## config.mk

```make
export PLATFORM = sky130hd
export DESIGN_NAME = hdmi_video_timing
export DESIGN_NICKNAME = d
export VERILOG_FILES = /design/src/rtl/hdmi_video_timing.sv
export SDC_FILE = /design/constraint.sdc
export NUM_CORES = 1
export LEC_CHECK = 0
export ABC_AREA = 1
export BUFFER_PORTS_ARGS = -buffer_cell sky130_fd_sc_hd__buf_4
export CAP_MARGIN = 30
export CORE_MARGIN = 2
export CORE_UTILIZATION = 25
export CTS_BUF_LIST = sky130_fd_sc_hd__clkbuf_4 sky130_fd_sc_hd__clkbuf_8
export CTS_CLUSTER_SIZE = 16
export DETAILED_ROUTE_END_ITERATION = 6
export PLACE_DENSITY = 0.47
export REMOVE_ABC_BUFFERS = 1
export SYNTH_ARGS = -nofsm -noshare
export SYNTH_HDL_FRONTEND = slang
export SYNTH_SLANG_ARGS = --single-unit
export TNS_END_PERCENT = 10
```

## constraint.sdc

```tcl
create_clock -name clk -period 2 [get_ports clk]
set_clock_uncertainty 0.1 [all_clocks]
set_input_delay 0.4 -clock clk [delete_from_list [all_inputs] [get_ports clk]]
set_output_delay 0.4 -clock clk [all_outputs]
set_load 0.02 [all_outputs]
```

## src/rtl/hdmi_video_timing.sv

```systemverilog
// Raster timing generator for a DVI/HDMI TMDS transmitter: issues pixel requests to a
// fixed-latency pixel source and delays DE/sync/start flags to meet the returning RGB.
module hdmi_video_timing #(
  parameter int H_ACTIVE    = 640,
  parameter int H_FP        = 16,
  parameter int H_SYNC      = 96,
  parameter int H_BP        = 48,
  parameter int V_ACTIVE    = 480,
  parameter int V_FP        = 10,
  parameter int V_SYNC      = 2,
  parameter int V_BP        = 33,
  parameter bit HSYNC_POL   = 1'b0,
  parameter bit VSYNC_POL   = 1'b0,
  parameter int PIX_LATENCY = 2
) (
  input  logic        clk,
  input  logic        rst_n,
  input  logic        pix_ce,
  input  logic        enable,
  input  logic [23:0] rgb_in,
  output logic        req_valid,
  output logic [11:0] req_x,
  output logic [11:0] req_y,
  output logic [7:0]  vd_r,
  output logic [7:0]  vd_g,
  output logic [7:0]  vd_b,
  output logic        vde,
  output logic [1:0]  cd,
  output logic        line_start,
  output logic        frame_start
);

  localparam int H_TOTAL = H_ACTIVE + H_FP + H_SYNC + H_BP;
  localparam int V_TOTAL = V_ACTIVE + V_FP + V_SYNC + V_BP;
  localparam int DEPTH   = PIX_LATENCY + 1;

  localparam logic [11:0] H_LAST = 12'(H_TOTAL - 1);
  localparam logic [11:0] V_LAST = 12'(V_TOTAL - 1);
  localparam logic [11:0] H_VIS  = 12'(H_ACTIVE);
  localparam logic [11:0] V_VIS  = 12'(V_ACTIVE);
  localparam logic [11:0] HS_BEG = 12'(H_ACTIVE + H_FP);
  localparam logic [11:0] HS_END = 12'(H_ACTIVE + H_FP + H_SYNC);
  localparam logic [11:0] VS_BEG = 12'(V_ACTIVE + V_FP);
  localparam logic [11:0] VS_END = 12'(V_ACTIVE + V_FP + V_SYNC);

  typedef struct packed {
    logic fs;
    logic ls;
    logic vs;
    logic hs;
    logic de;
  } flags_t;

  logic [11:0] h_cnt;
  logic [11:0] v_cnt;
  flags_t      raw;
  flags_t      flags_p [DEPTH];
  flags_t      tap;

  // Flags are active-high "asserted" bits; polarity is applied only at the output.
  always_comb begin
    raw = '0;
    if (enable) begin
      raw.de = (h_cnt < H_VIS) && (v_cnt < V_VIS);
      raw.hs = (h_cnt >= HS_BEG) && (h_cnt < HS_END);
      raw.vs = (v_cnt >= VS_BEG) && (v_cnt < VS_END);
      raw.ls = raw.de && (h_cnt == 12'd0);
      raw.fs = raw.ls && (v_cnt == 12'd0);
    end
  end

  // Request stage: counters and pixel request registers
  always_ff @(posedge clk or negedge rst_n) begin
    if (!rst_n) begin
      h_cnt     <= '0;
      v_cnt     <= '0;
      req_valid <= 1'b0;
      req_x     <= '0;
      req_y     <= '0;
    end else if (pix_ce) begin
      req_valid <= raw.de;
      req_x     <= raw.de ? h_cnt : '0;
      req_y     <= raw.de ? v_cnt : '0;
      if (!enable) begin
        h_cnt <= '0;
        v_cnt <= '0;
      end else if (h_cnt == H_LAST) begin
        h_cnt <= '0;
        v_cnt <= (v_cnt == V_LAST) ? 12'd0 : v_cnt + 12'd1;
      end else begin
        h_cnt <= h_cnt + 12'd1;
      end
    end
  end

  // Delay stages: flags_p[0] aligns with the request, flags_p[DEPTH-1] with rgb_in
  always_ff @(posedge clk or negedge rst_n) begin
    if (!rst_n) begin
      for (int i = 0; i < DEPTH; i++) flags_p[i] <= '0;
    end else if (pix_ce) begin
      flags_p[0] <= raw;
      for (int i = 1; i < DEPTH; i++) flags_p[i] <= flags_p[i-1];
    end
  end

  assign tap = flags_p[DEPTH-1];

  // Output stage: registered encoder inputs
  always_ff @(posedge clk or negedge rst_n) begin
    if (!rst_n) begin
      vde         <= 1'b0;
      vd_r        <= 8'h00;
      vd_g        <= 8'h00;
      vd_b        <= 8'h00;
      cd          <= {~VSYNC_POL, ~HSYNC_POL};
      line_start  <= 1'b0;
      frame_start <= 1'b0;
    end else if (pix_ce) begin
      vde         <= tap.de;
      vd_r        <= tap.de ? rgb_in[23:16] : 8'h00;
      vd_g        <= tap.de ? rgb_in[15:8]  : 8'h00;
      vd_b        <= tap.de ? rgb_in[7:0]   : 8'h00;
      cd          <= {tap.vs ? VSYNC_POL : ~VSYNC_POL, tap.hs ? HSYNC_POL : ~HSYNC_POL};
      line_start  <= tap.ls;
      frame_start <= tap.fs;
    end
  end

endmodule

```

* Word-level counts from Yosys, hierarchy flattened
Cells that the tools add are included.
** Word-level totals
- Flip-flop bits (word level) :: 92
** Cells by class
- $add $sub $neg :: 2
- $lt $le $gt $ge :: 6
- Equality and inequality tests :: 3
- Mux-type cells :: 13
- Reduce and logical (&&, ||, !) cells :: 8
** Operators with widths (count)
- two-way mux 12 bit :: 7
- adder 12 x 1 -> 12 bit (second input constant) :: 2
- == test 12 x 10 -> 1 bit (second input constant) :: 2
- logical NOT 12 bit :: 2
- less-than comparator 12 x 10 -> 1 bit (second input constant) :: 2
- less-than comparator 12 x 9 -> 1 bit (second input constant) :: 2
- two-way mux 8 bit :: 3
- greater-or-equal comparator 12 x 10 -> 1 bit (second input constant) :: 1
- greater-or-equal comparator 12 x 9 -> 1 bit (second input constant) :: 1
- logical AND 1 bit :: 5
- two-way mux 5 bit :: 1
- two-way mux 1 bit :: 2
- inequality test 2 x 1 -> 1 bit (second input constant) :: 1
- AND reduction 2 bit :: 1

* Logic depth before layout (Yosys ltp)
- Word-level depth :: 6
- Gate-level depth with buffers :: 9
- Depth with buffers taken out :: 9

* Least setup slack after synthesis
OpenSTA, ideal clock, no wires.
- Kind :: register to register
- Start point :: register h_cnt[0]
- End point :: register v_cnt[1]
- Library setup time :: 0.118 ns
- Arrival time :: 1.223 ns
- Data required time :: 1.782 ns
- Path slack :: 0.560 ns
- Stages on the path, launching flop included :: 10
- Buffers on the path :: 1
- Cell sequence :: dfrtp_1 -> ha_1 -> inv_1 -> nor2_2 -> nand3_2 -> nand2_2 -> nand2_4 -> buf_6 -> nand2_1 -> o21ai_2
** Between the ends
- Cells in the longest elaborated chain, start to end :: 3
** RTL lines
- start, declared :: line 54 : logic [11:0] h_cnt;
- start signal, assigned :: line 91 : h_cnt <= h_cnt + 12'd1;
- == test 12 x 10 -> 1 bit :: line 87 : end else if (h_cnt == H_LAST) begin
- inequality test 2 x 1 -> 1 bit (no line)
- AND reduction 2 bit (no line)
- end signal, assigned :: line 89 : v_cnt <= (v_cnt == V_LAST) ? 12'd0 : v_cnt + 12'd1;
- end, declared :: line 55 : logic [11:0] v_cnt;
No other way between the ends.
A chain may end at the register's enable or synchronous reset.

* Worst setup path after layout
- Start point :: register h_cnt[0]
- End point :: register v_cnt[6]
The elaborated chain is that of the path after synthesis.

==> results.py <==
metrics = {
    "timing": {
        "setup_tns_ns": 0,
        "max_slew_margin_pct": 48.0,
        "hold_violations": 0,
        "finalMaxSlewViolations": 0,
        "min_period_ns": 1.65,
        "rsz0062_at_grt": "no",
        "finalSetupViolations": 0,
        "finalCritPeriodShare_pct": 82.3,
        "worst_pin_slew_ns": 0.780,
        "fmax_mhz": 607,
    },
    "cells_and_area": {
        "antenna_cells": 0,
        "area_growth_pct": 24.8,
        "finalNonFillerCells": 818,
        "drive_gt1_share_pct": 21.1,
        "design_area_mm2": 0.00528,
        "nNetsFinal": 625,
    },
    "clock_network": {
        "cts_max_path_buffers": 2,
        "path_clk_slew_ns": 0.09,
        "cts_sinks": 92,
        "root_buffer": "clkbuf_8",
        "cts_tree": "built",
        "cts_resized": 0,
        "htreeDepth": 3,
        "cts_buffers": 9,
        "clock_latency_ns": 0.36,
    },
    "pwr": {
        "clockPowerShare_pct": 32.2,
        "p_leak_nw": 2.69,
        "p_seq_share_pct": 52.6,
        "power_frac_comb_pct": 15.3,
        "power.switching_mw": 1.18,
        "intPower_mw": 2.81,
        "vdd_drop_max_mv": 0.300,
        "p_per_area_mw_per_mm2": 756,
        "swShare_pct": 29.6,
    },
    "floorplan": {
        "die_x_um": 134,
        "fp.dieH_um": 134,
        "core_area_mm2": 0.0166,
        "die_area_mm2": 0.0180,
        "rows": 47,
        "start_util_pct": 25.5,
        "io-pin-count": 82,
    },
    "grt": {
        "grt_max_degree": 93,
        "grt_overflow": 0,
        "grt_first_pass_wirelength_um": 17300,
        "track_usage_pct": 11.9,
        "antenna_found_initial": 0,
        "grt_pass1_vias": 3479,
    },
    "critical_path": {
        "path_class": "reg -> reg",
        "r2r_start": "h_cnt[0]",
        "cp_data_required_time_ns": 2.15,
        "crit_start": "h_cnt[0]",
        "worst_path_max_delay_cell": "dfrtp_1",
        "worst_path_largest_cell_delay_ns": 0.41,
        "arrival_ns": 1.79,
        "worstReg2RegEnd": "v_cnt[6]",
        "cp_max_fo": 24,
        "rr_worst_depth": 8,
        "cp_cell_sequence": "ha_1 -> inv_1 -> nor2_2 -> nand3_2 -> nand2_2 -> nand2_4 -> nand2_1 -> o21ai_2",
        "rrSetupSlack_ns": 0.35,
        "endpoint_kind": "flip-flop",
        "startpoint_type": "flip-flop",
        "critPathBufInv": 1,
        "path_delay_family": "simple AND/OR/NAND/NOR gates",
    },
    "synth": {
        "yosysWarnings": 0,
        "syn_area_mm2": 0.00423,
        "syn_inst": 515,
        "synth_area_leaders": "dfrtp_1, nand2_1, nand3_1",
        "synth_seq_area_share_pct": 54.5,
        "synth_top_area_share_pct": 53.3,
        "syn_area_per_cell_um2": 8.21,
        "yosysTopAreaCell": "dfrtp_1",
        "synth_cell_types": 29,
        "ys_ff_latch": 92,
    },
    "drt": {
        "ant_nets": 0,
        "wl_per_cell_um": 12.9,
        "dr_total_vias": 3523,
        "drc_errors": 0,
        "wirelength_um": 10500,
        "viasPerCell": 4.31,
        "drtIter0Drc": 229,
        "dr.pass1.iters": 4,
    },
    "placed_design": {
        "io_buffers": 81,
        "hpwl_um": 7440,
        "dp_cells": 801,
        "gp_congestion": 0.828,
        "placed_cell_area_mm2": 0.00507,
    },
    "min_path": {
        "worstHoldPathType": "in -> reg",
        "holdPathStages": 3,
        "holdCritStartpoint": "rgb_in[8]",
        "hold_end": "vd_g[0]",
    },
    "job": {
        "cap_violations": 0,
    },
    "status": {
        "status": "finished clean",
    },
}
synth_stat cells:
| master | number |
|---|---|
| xor2_1 | 5 |
| dfrtp_1 | 90 |
| o21ai_0 | 9 |
| nor3_1 | 8 |
| a21oi_4 | 1 |
| nor2_2 | 4 |
| buf_2 | 7 |
| a21boi_0 | 1 |
| nand2_2 | 3 |
| nor2_1 | 38 |
| o21ai_2 | 6 |
| nand3b_1 | 3 |
| nand3_1 | 49 |
| dfstp_2 | 2 |
| o211ai_1 | 1 |
| ha_1 | 4 |
| inv_2 | 3 |
| nand2_1 | 190 |
| nand2_4 | 1 |
| clkbuf_1 | 9 |
| nand4_1 | 6 |
| nor3_4 | 1 |
| inv_1 | 39 |
| buf_6 | 2 |
| o21ai_1 | 23 |
| nand3_2 | 1 |
| nor4_1 | 1 |
| a21oi_1 | 5 |
| buf_4 | 3 |
flip-flops by register name (all words and copies together) (netlist names), 8 cells and up:
signal / cells
req_x: 12
vd_r: 8
v_cnt: 12
h_cnt: 12
flags_p: 15
req_y: 12
vd_g: 8
vd_b: 8
worst min-delay path: cells and delay by family:
family	cells	cell delay, ns
buffers and inverters	1	0.07
AND/OR/NAND/NOR	2	0.12
layout by cell type (no fill, tap or decap), types with 4 or more instances in the layout:
master    count
a21oi_1       5
nor2_1       38
ha_1          4
o21ai_0       9
o21ai_2       6
nand3_1      49
inv_1        38
nand4_1       6
buf_4        85
xor2_1        5
inv_2         4
nor2_2        4
nand2_1     190
o21ai_1      23
nor3_1        8
clkbuf_8      9
dfrtp_1      90
kinds of logic (layout without fill, tap and decap cells):
kind of cell    after synthesis  after routing  share of synthesized area [%]
xor+xnor                      5              5                           1.04
flops                        92             92                           54.5
fa+ha+maj                     4              4                           1.18
compound gates               46             46                           6.36
simple gates                305            305                           30.5
buf+inv                      63            146                           6.42
routing by layer:
metal	routed length (um)	global-route usage (%)
met2	4560	18.4
met3	557	2.83
met1	5300	16.6
met5	0	0
met4	106	3.98
power groups by stage:
stage | Sequential, mW | Combinational [mW] | Clock, mW
after floorplan | 2.20 | 0.215 | 0
after global placement | 2.13 | 0.614 | 0
after detailed placement | 2.13 | 0.619 | 0
after CTS | 2.10 | 0.622 | 1.33
after global routing | 2.12 | 0.680 | 1.42
final | 2.10 | 0.609 | 1.28
final cells by class:
class	count	area, um2
Clock inverter	7	75.1
Inverter	42	158
Fill cell	1760	11300
Timing Repair Buffer	88	688
Sequential cell	92	2300
Tap cell	220	275
Clock buffer	9	124
Multi-Input combinational cell	360	1650
through the flow:
stage	setup slack (ns)	utilization, %	hold slack, ns	power, mW
3_5_place_dp	0.381	30.6	0.335	2.75
3_3_place_gp	0.384	30.6	0.322	2.74
5_1_grt	0.185	31.8	0.146	4.22
2_1_floorplan	0.185	-	0.00441	2.42
4_1_cts	0.349	31.8	0.131	4.05
6_report	0.354	31.8	0.154	3.99
timing repair:
| action | 4_1_cts | 5_1_grt |
|---|---|---|
| setup buffers | 0 | 0 |
| hold endpoints to repair | 25 | 0 |
| hold buffers | 1 | 0 |
worst max-delay path by stage:
| stage | slack [ns] | cells past startpoint | to |
|---|---|---|---|
| 4_1_cts | 0.35 | 8 | v_cnt[6] |
| 3_3_place_gp | 0.38 | 7 | h_cnt[10] |
| 2_1_floorplan | 0.18 | 4 | v_cnt[5] |
| 3_5_place_dp | 0.38 | 8 | v_cnt[6] |
| 6_report | 0.35 | 8 | v_cnt[6] |
| 5_1_grt | 0.18 | 8 | v_cnt[6] |
(Power assumes the default switching activity.)
